## config.mk

```make
export PLATFORM = sky130hd
export DESIGN_NAME = hazard_control_unit
export DESIGN_NICKNAME = d
export VERILOG_FILES = /design/src/rtl/hazard_control_unit.sv
export SDC_FILE = /design/constraint.sdc
export NUM_CORES = 1
export LEC_CHECK = 0
export ABC_AREA = 1
export CAP_MARGIN = 20
export CORE_MARGIN = 5
export CORE_UTILIZATION = 30
export DETAILED_ROUTE_END_ITERATION = 8
export MAX_ROUTING_LAYER = met4
export PLACE_DENSITY = 0.65
export SKIP_CTS_REPAIR_TIMING = 1
export SYNTH_ARGS = -nofsm -noshare
export SYNTH_HDL_FRONTEND = slang
export SYNTH_SLANG_ARGS = --single-unit
```

## constraint.sdc

```tcl
create_clock -name clk_i -period 1.9 [get_ports clk_i]
set_clock_uncertainty 0.2 [all_clocks]
set_input_delay 0.38 -clock clk_i [delete_from_list [all_inputs] [get_ports clk_i]]
set_output_delay 0.38 -clock clk_i [all_outputs]
set_load 0.01 [all_outputs]
```

## src/rtl/hazard_control_unit.sv

```systemverilog
// Pipeline hazard controller: load-use bubbles, multi-cycle mul/div holds and
// taken-branch flushes, plus a saturating count of stalled cycles.
module hazard_control_unit #(
    parameter int RAW      = 5,
    parameter int LOAD_LAT = 1,
    parameter int MUL_LAT  = 4,
    parameter int CNT_W    = 16
) (
    input  logic             clk_i,
    input  logic             rst_i,
    input  logic [RAW-1:0]   ID_rs1_i,
    input  logic [RAW-1:0]   ID_rs2_i,
    input  logic             ID_rs1_used_i,
    input  logic             ID_rs2_used_i,
    input  logic             EX_MemRead_i,
    input  logic [RAW-1:0]   EX_rd_i,
    input  logic             EX_MulDiv_i,
    input  logic             EX_Branch_taken_i,
    output logic             Noop_o,
    output logic             Stall_o,
    output logic             PCWrite_o,
    output logic             Flush_o,
    output logic             EX_hold_o,
    output logic [CNT_W-1:0] Stall_count_o
);

    localparam int MAX_LAT = (LOAD_LAT > MUL_LAT) ? LOAD_LAT : MUL_LAT;
    localparam int CW      = $clog2(MAX_LAT);

    localparam logic [1:0] IDLE      = 2'd0;
    localparam logic [1:0] LOAD_WAIT = 2'd1;
    localparam logic [1:0] MUL_BUSY  = 2'd2;

    logic [1:0]       state_q, state_d;
    logic [CW-1:0]    cnt_q, cnt_d;
    logic [CNT_W-1:0] stall_cnt_q;
    logic             load_use_hit;

    // x0 is hardwired zero, and an operand the ID instruction does not read
    // cannot depend on the load.
    assign load_use_hit = EX_MemRead_i && (EX_rd_i != '0) &&
                          ((ID_rs1_used_i && (ID_rs1_i == EX_rd_i)) ||
                           (ID_rs2_used_i && (ID_rs2_i == EX_rd_i)));

    always_comb begin
        // NOTE: every output and next-state signal gets a default first so no
        // path through the case leaves one unassigned and infers a latch.
        Noop_o    = 1'b0;
        Stall_o   = 1'b0;
        PCWrite_o = 1'b1;
        Flush_o   = 1'b0;
        EX_hold_o = 1'b0;
        state_d   = state_q;
        cnt_d     = cnt_q;

        if (!rst_i) begin
            case (state_q)
                IDLE: begin
                    if (EX_MulDiv_i) begin
                        Stall_o   = 1'b1;
                        PCWrite_o = 1'b0;
                        EX_hold_o = 1'b1;
                        state_d   = MUL_BUSY;
                        cnt_d     = CW'(MUL_LAT - 2);
                    end else if (EX_Branch_taken_i) begin
                        // The flush already kills the dependent instruction,
                        // so a coincident load-use hit needs no stall.
                        Flush_o = 1'b1;
                        Noop_o  = 1'b1;
                    end else if (load_use_hit) begin
                        Noop_o    = 1'b1;
                        Stall_o   = 1'b1;
                        PCWrite_o = 1'b0;
                        if (LOAD_LAT > 1) begin
                            state_d = LOAD_WAIT;
                            cnt_d   = CW'(LOAD_LAT - 2);
                        end
                    end
                end
                LOAD_WAIT: begin
                    Noop_o    = 1'b1;
                    Stall_o   = 1'b1;
                    PCWrite_o = 1'b0;
                    if (cnt_q == '0) state_d = IDLE;
                    else             cnt_d   = cnt_q - CW'(1);
                end
                MUL_BUSY: begin
                    Stall_o   = 1'b1;
                    PCWrite_o = 1'b0;
                    EX_hold_o = 1'b1;
                    if (cnt_q == '0) state_d = IDLE;
                    else             cnt_d   = cnt_q - CW'(1);
                end
                default: begin
                    state_d = IDLE;
                    cnt_d   = '0;
                end
            endcase
        end
    end

    // NOTE: registered state uses non-blocking assignments so every flop
    // samples the pre-edge values of its neighbours.
    always_ff @(posedge clk_i) begin
        if (rst_i) begin
            state_q     <= IDLE;
            cnt_q       <= '0;
            stall_cnt_q <= '0;
        end else begin
            state_q <= state_d;
            cnt_q   <= cnt_d;
            if (Stall_o && (stall_cnt_q != '1))
                stall_cnt_q <= stall_cnt_q + CNT_W'(1);
        end
    end

    assign Stall_count_o = stall_cnt_q;

endmodule

```

# Yosys cells after proc, flatten, opt, wreduce, memory -nomap -nowiden
# Cells that the tools add are included.
# totals
ff_bits	20
in_bits	22
out_inout_bits	21
elab_cells	51
# classes
addsub	2
eq_ne	8
n_mux	26
reduce_logical	12
# op_table
operator	n
1-bit 2-to-1 mux	17
16-bit by 1-bit adder with 16-bit output, second input constant	1
16-bit != test, second input constant	1
5-bit equality test	2
1-bit case mux with 2 select lines	4
2-bit case mux with 2 select lines	2
2-bit 2-to-1 mux	3
1-bit logical AND	5
5-bit nonzero test	1
2-bit logical NOT	2
2-bit != test, second input constant	2
2-bit AND reduction	2
2-bit by 1-bit equality test with 1-bit output, second input constant	1
2-bit equality test, second input constant	1
2-bit by 1-bit != test with 1-bit output, second input constant	1
2-bit OR reduction	1
2-bit by 1-bit subtractor with 2-bit output, second input constant	1
1-bit logical OR	1

# Logic depth before layout (Yosys ltp)
# depth
depth_word	10
depth_mapped	12
mapped_depth_nobuf	11

# Worst setup path before layout
# OpenSTA, ideal clock, no wires.
# synth_timing
path_type	reg-to-reg
start	register stall_cnt_q[0] (netlist: Stall_count_o[0])
end	register stall_cnt_q[0] (netlist: Stall_count_o[0])
setup_time_ns	0.115
arrival_ns	1.564
required_time_ns	1.585
path_slack_ns	0.021
path_stages_with_launch	10
n_path_buf	1
period_less_slack_ns	1.879
cell_sequence	dfxtp_1 ha_1 nand3_2 nor2_4 nand2_2 nor2_4 nand3_4 buf_4 a21oi_1 nor2_1
# synth_via
elab_chain_cells	2
word_cells_on_any_way	3
classes_between	add/sub: 1; eq/ne: 1; reduce/logical: 1
# synth_rtl
item	line_no	source
from (decl)	36	logic [CNT_W-1:0] stall_cnt_q;
from (signal assigned)	113	stall_cnt_q <= stall_cnt_q + CNT_W'(1);
parallel branches: the longest is 2 deep, another holds 16-bit by 1-bit adder with 16-bit output	-	
# Parallel ways; which one is timed is not known.
# A chain may end at the register's enable or synchronous reset.

# Worst setup path in the final report
# layout_timing
start	register stall_cnt_q[9] (netlist: Stall_count_o[9])
end	output port Stall_count_o[9]
# layout_lines
item	line_no	source
to (decl)	24	output logic [CNT_W-1:0] Stall_count_o
# No word-level cell between the ends.

==> summary.md <==
| Metric | Value |
|---|---|
| Vias in the first global route | 1381 |
| Initial antenna violation count | 0 |
| Hold violation total from the final report | 0 |
| Drt wl/cell | 11.3 um |
| Crit-path max FO | 4 |
| Max rail drop VDD | 0.288 mV |
| Tightest Pin Transition | 0.259 ns |
| Fraction of the mapped netlist area in simple logic gates | 40.9% |
| Non-filler cells, final | 329 |
| Status | finished, final reports clean |
| Flop2flop setup slack | 0.13 ns |
| Fillers | 470 |
| Post-synthesis sequential area ratio | 26.9% |
| Post-Synth XOR/XNOR Area | 8.66% |
| Via count | 1469 |
| #FFs+latches synth | 19 |
| Reg clk slew, reported paths | 0.08 ns |
| Reg-to-reg endpoint | Stall_count_o[7] |
| Synthesized-area fraction occupied by adder cells | 1.77% |
| Initial Util | 30.4% |
| Vias per std cell | 4.47 |
| Largest net degree at the start of global routing | 18 |
| Min-Delay Path Class | register to register |
| Synth-to-Final Area Change | 49.8% |
| All-Layer GR Usage | 12.8% |
| Met1 Use GR | 15.3% |
| Met2 track demand over resource | 22.8% |
| Die H | 78.7 um |
| Endpoints failing setup | 0 |
| Commonest non-fill, non-tap cell in the layout | nand2_1 |
| Layout cells sized above 1 | 31.6% |
| DPL Wire Length | 2920 um |
| Final instance area | 0.00212 mm^2 |
| Nets | 300 |
| Rows | 25 |
| Placed insts | 322 |
| Critical Path RT | 1.32 ns |
| Clock Sinks | 19 |
| Die area | 0.00619 mm^2 |
| Ys Warns | 0 |
| DRT iter0 DRCs | 82 |
| CP arrival | 1.28 ns |
| Most Used Layer, Global Route | met2 |
| Synthesized area per cell | 6.68 um^2 |
| DRT Wirelength | 3730 um |
| Pwr dens | 430 mW/mm^2 |
| Reg2reg path depth | 9 |
| Worst path max stage delay | 0.53 ns |
| Post-route setup TNS | 0 ns |
| Final period util | 97.8% |
| Count of cell types in the netlist | 27 |
| Syn_nets | 236 |
| CTS max path bufs | 2 |
| Root Driver | clkbuf_8 |
| Register area | 383 um^2 |
| # DRC | 0 |
| Crit path to | Stall_count_o[9] |
| Mux cell area share after synthesis | 0% |
| Critical Path Slowest Stage Cell | clkdlybuf4s50_1 |
| Placeable Area | 0.00466 mm^2 |
| Main combinational cell family by area after synthesis | simple AND/OR/NAND/NOR gates |
| Critical path class | register to output port |
| Hold slack | 0.282 ns |
| ANT nets after route | 0 |
| Startpoint Class | register |
| Worst skew pair latency | 0.26 ns |
| Gpl congestion | 0.838 |
| Worst setup path start | Stall_count_o[9] |
| Final Max Tran Viols | 0 |
| 1st-pass router iterations | 4 |
| Slew HR | 82.8% |
| Global route overflow | 0 |
| Number of top-level pins | 43 |
| M3 GR Usage | 2.75% |
| Tmin final | 1.86 ns |
| Multi-input logic area | 911 um^2 |
| Cts bufs inserted | 3 |
| RSZ-0062 raised after global routing | true |
| TritonCTS clock tree | built |
| Crit path cell chain | buf_4 -> clkdlybuf4s50_1 |
| Synth Instances | 212 |
| Mapped Area | 0.00142 mm^2 |
| Most frequent cells in the layout | nand2_1, buf_4, inv_1 |
| Hold Path Stages | 2 |
| Post-DP Area | 0.00200 mm^2 |
| Fmax | 538 MHz |
| CTS H-tree lvls | 1 |
| Antenna diodes | 0 |
| # Max-Cap Violations | 0 |
| Die X | 78.7 um |
| Compound-Gate Fraction of Synth Area | 10.3% |
| Pleak | 0.953 nW |
| Worst Setup End Kind | output port |
| Port Buffers | 42 |
| Global-route wire length before repair | 6350 um |
| Worst R2R Start | Stall_count_o[0] |
[per-layer routing]
layer  wire [um]  share of wire (%)  vias up
met5           0                  0        -
met1        1650                 44      652
li1            -                  -      794
met2        1940                 52       21
met4          25               0.67        0
met3         117                3.1        2
[Yosys cell counts (all sizes together)]
cell type,number,area share (%)
nand2,62,17
buf,6,3.8
a31oi,1,0.44
nand3,28,14
inv,29,7.7
nor2,25,7.7
xnor2,5,3.1
xor2,9,5.6
o21ai,2,0.71
dfxtp,19,27
nand4,2,0.88
ha,2,1.8
nor3,3,1.4
a21oi,19,9.1
[sequential cells by signal (all words and copies together) (netlist names)]
signal / cells
state_q: 1
cnt_q: 2
Stall_count_o: 16
[cells by family after synthesis]
logic type	count (synthesis)
xor+xnor	14
buf+inv	35
flops	19
simple gates	120
fa+ha+maj	2
compound gates	22
[how the worst min path moves through the flow]
stage	from	endpoint	slack, ns
6_report	cnt_q[0]	cnt_q[0]	0.28
4_1_cts	cnt_q[0]	cnt_q[0]	0.29
3_5_place_dp	cnt_q[0]	cnt_q[0]	0.28
3_3_place_gp	cnt_q[0]	cnt_q[0]	0.25
5_1_grt	cnt_q[0]	cnt_q[0]	0.31
2_1_floorplan	cnt_q[0]	cnt_q[0]	0.24
[area by class of cell]
cell class              instances  share of cell area [%]
clock buffers                   4                    2.13
inverters                      29                    5.37
multi-input cells             158                    43.0
flip-flops and latches         19                    18.1
well taps                      54                    3.19
repair buffers                 65                    28.3
[per-stage QoR]
stage	setup WS (ns)	util, %	power, mW
finish	0.0423	45.5	0.912
global route	-0.0331	45.5	0.960
CTS	-0.787	43.9	0.911
detailed placement	-0.784	42.9	0.621
global placement	-0.776	42.9	0.619
floorplan	0.0207	-	0.523
[where the power goes]
| group | switching [mW] | internal, mW | total (mW) |
|---|---|---|---|
| Combinational | 0.104 | 0.103 | 0.206 |
| Sequential | 0.00532 | 0.408 | 0.413 |
| Clock | 0.143 | 0.149 | 0.293 |
| Total | 0.253 | 0.660 | 0.912 |
[critical path: cells and delay by family (launching register included)]
family,cells,cell delay (ns)
buffers and inverters,2,0.67
DFF,1,0.35
Note: power is estimated with default switching activity, not from simulation.
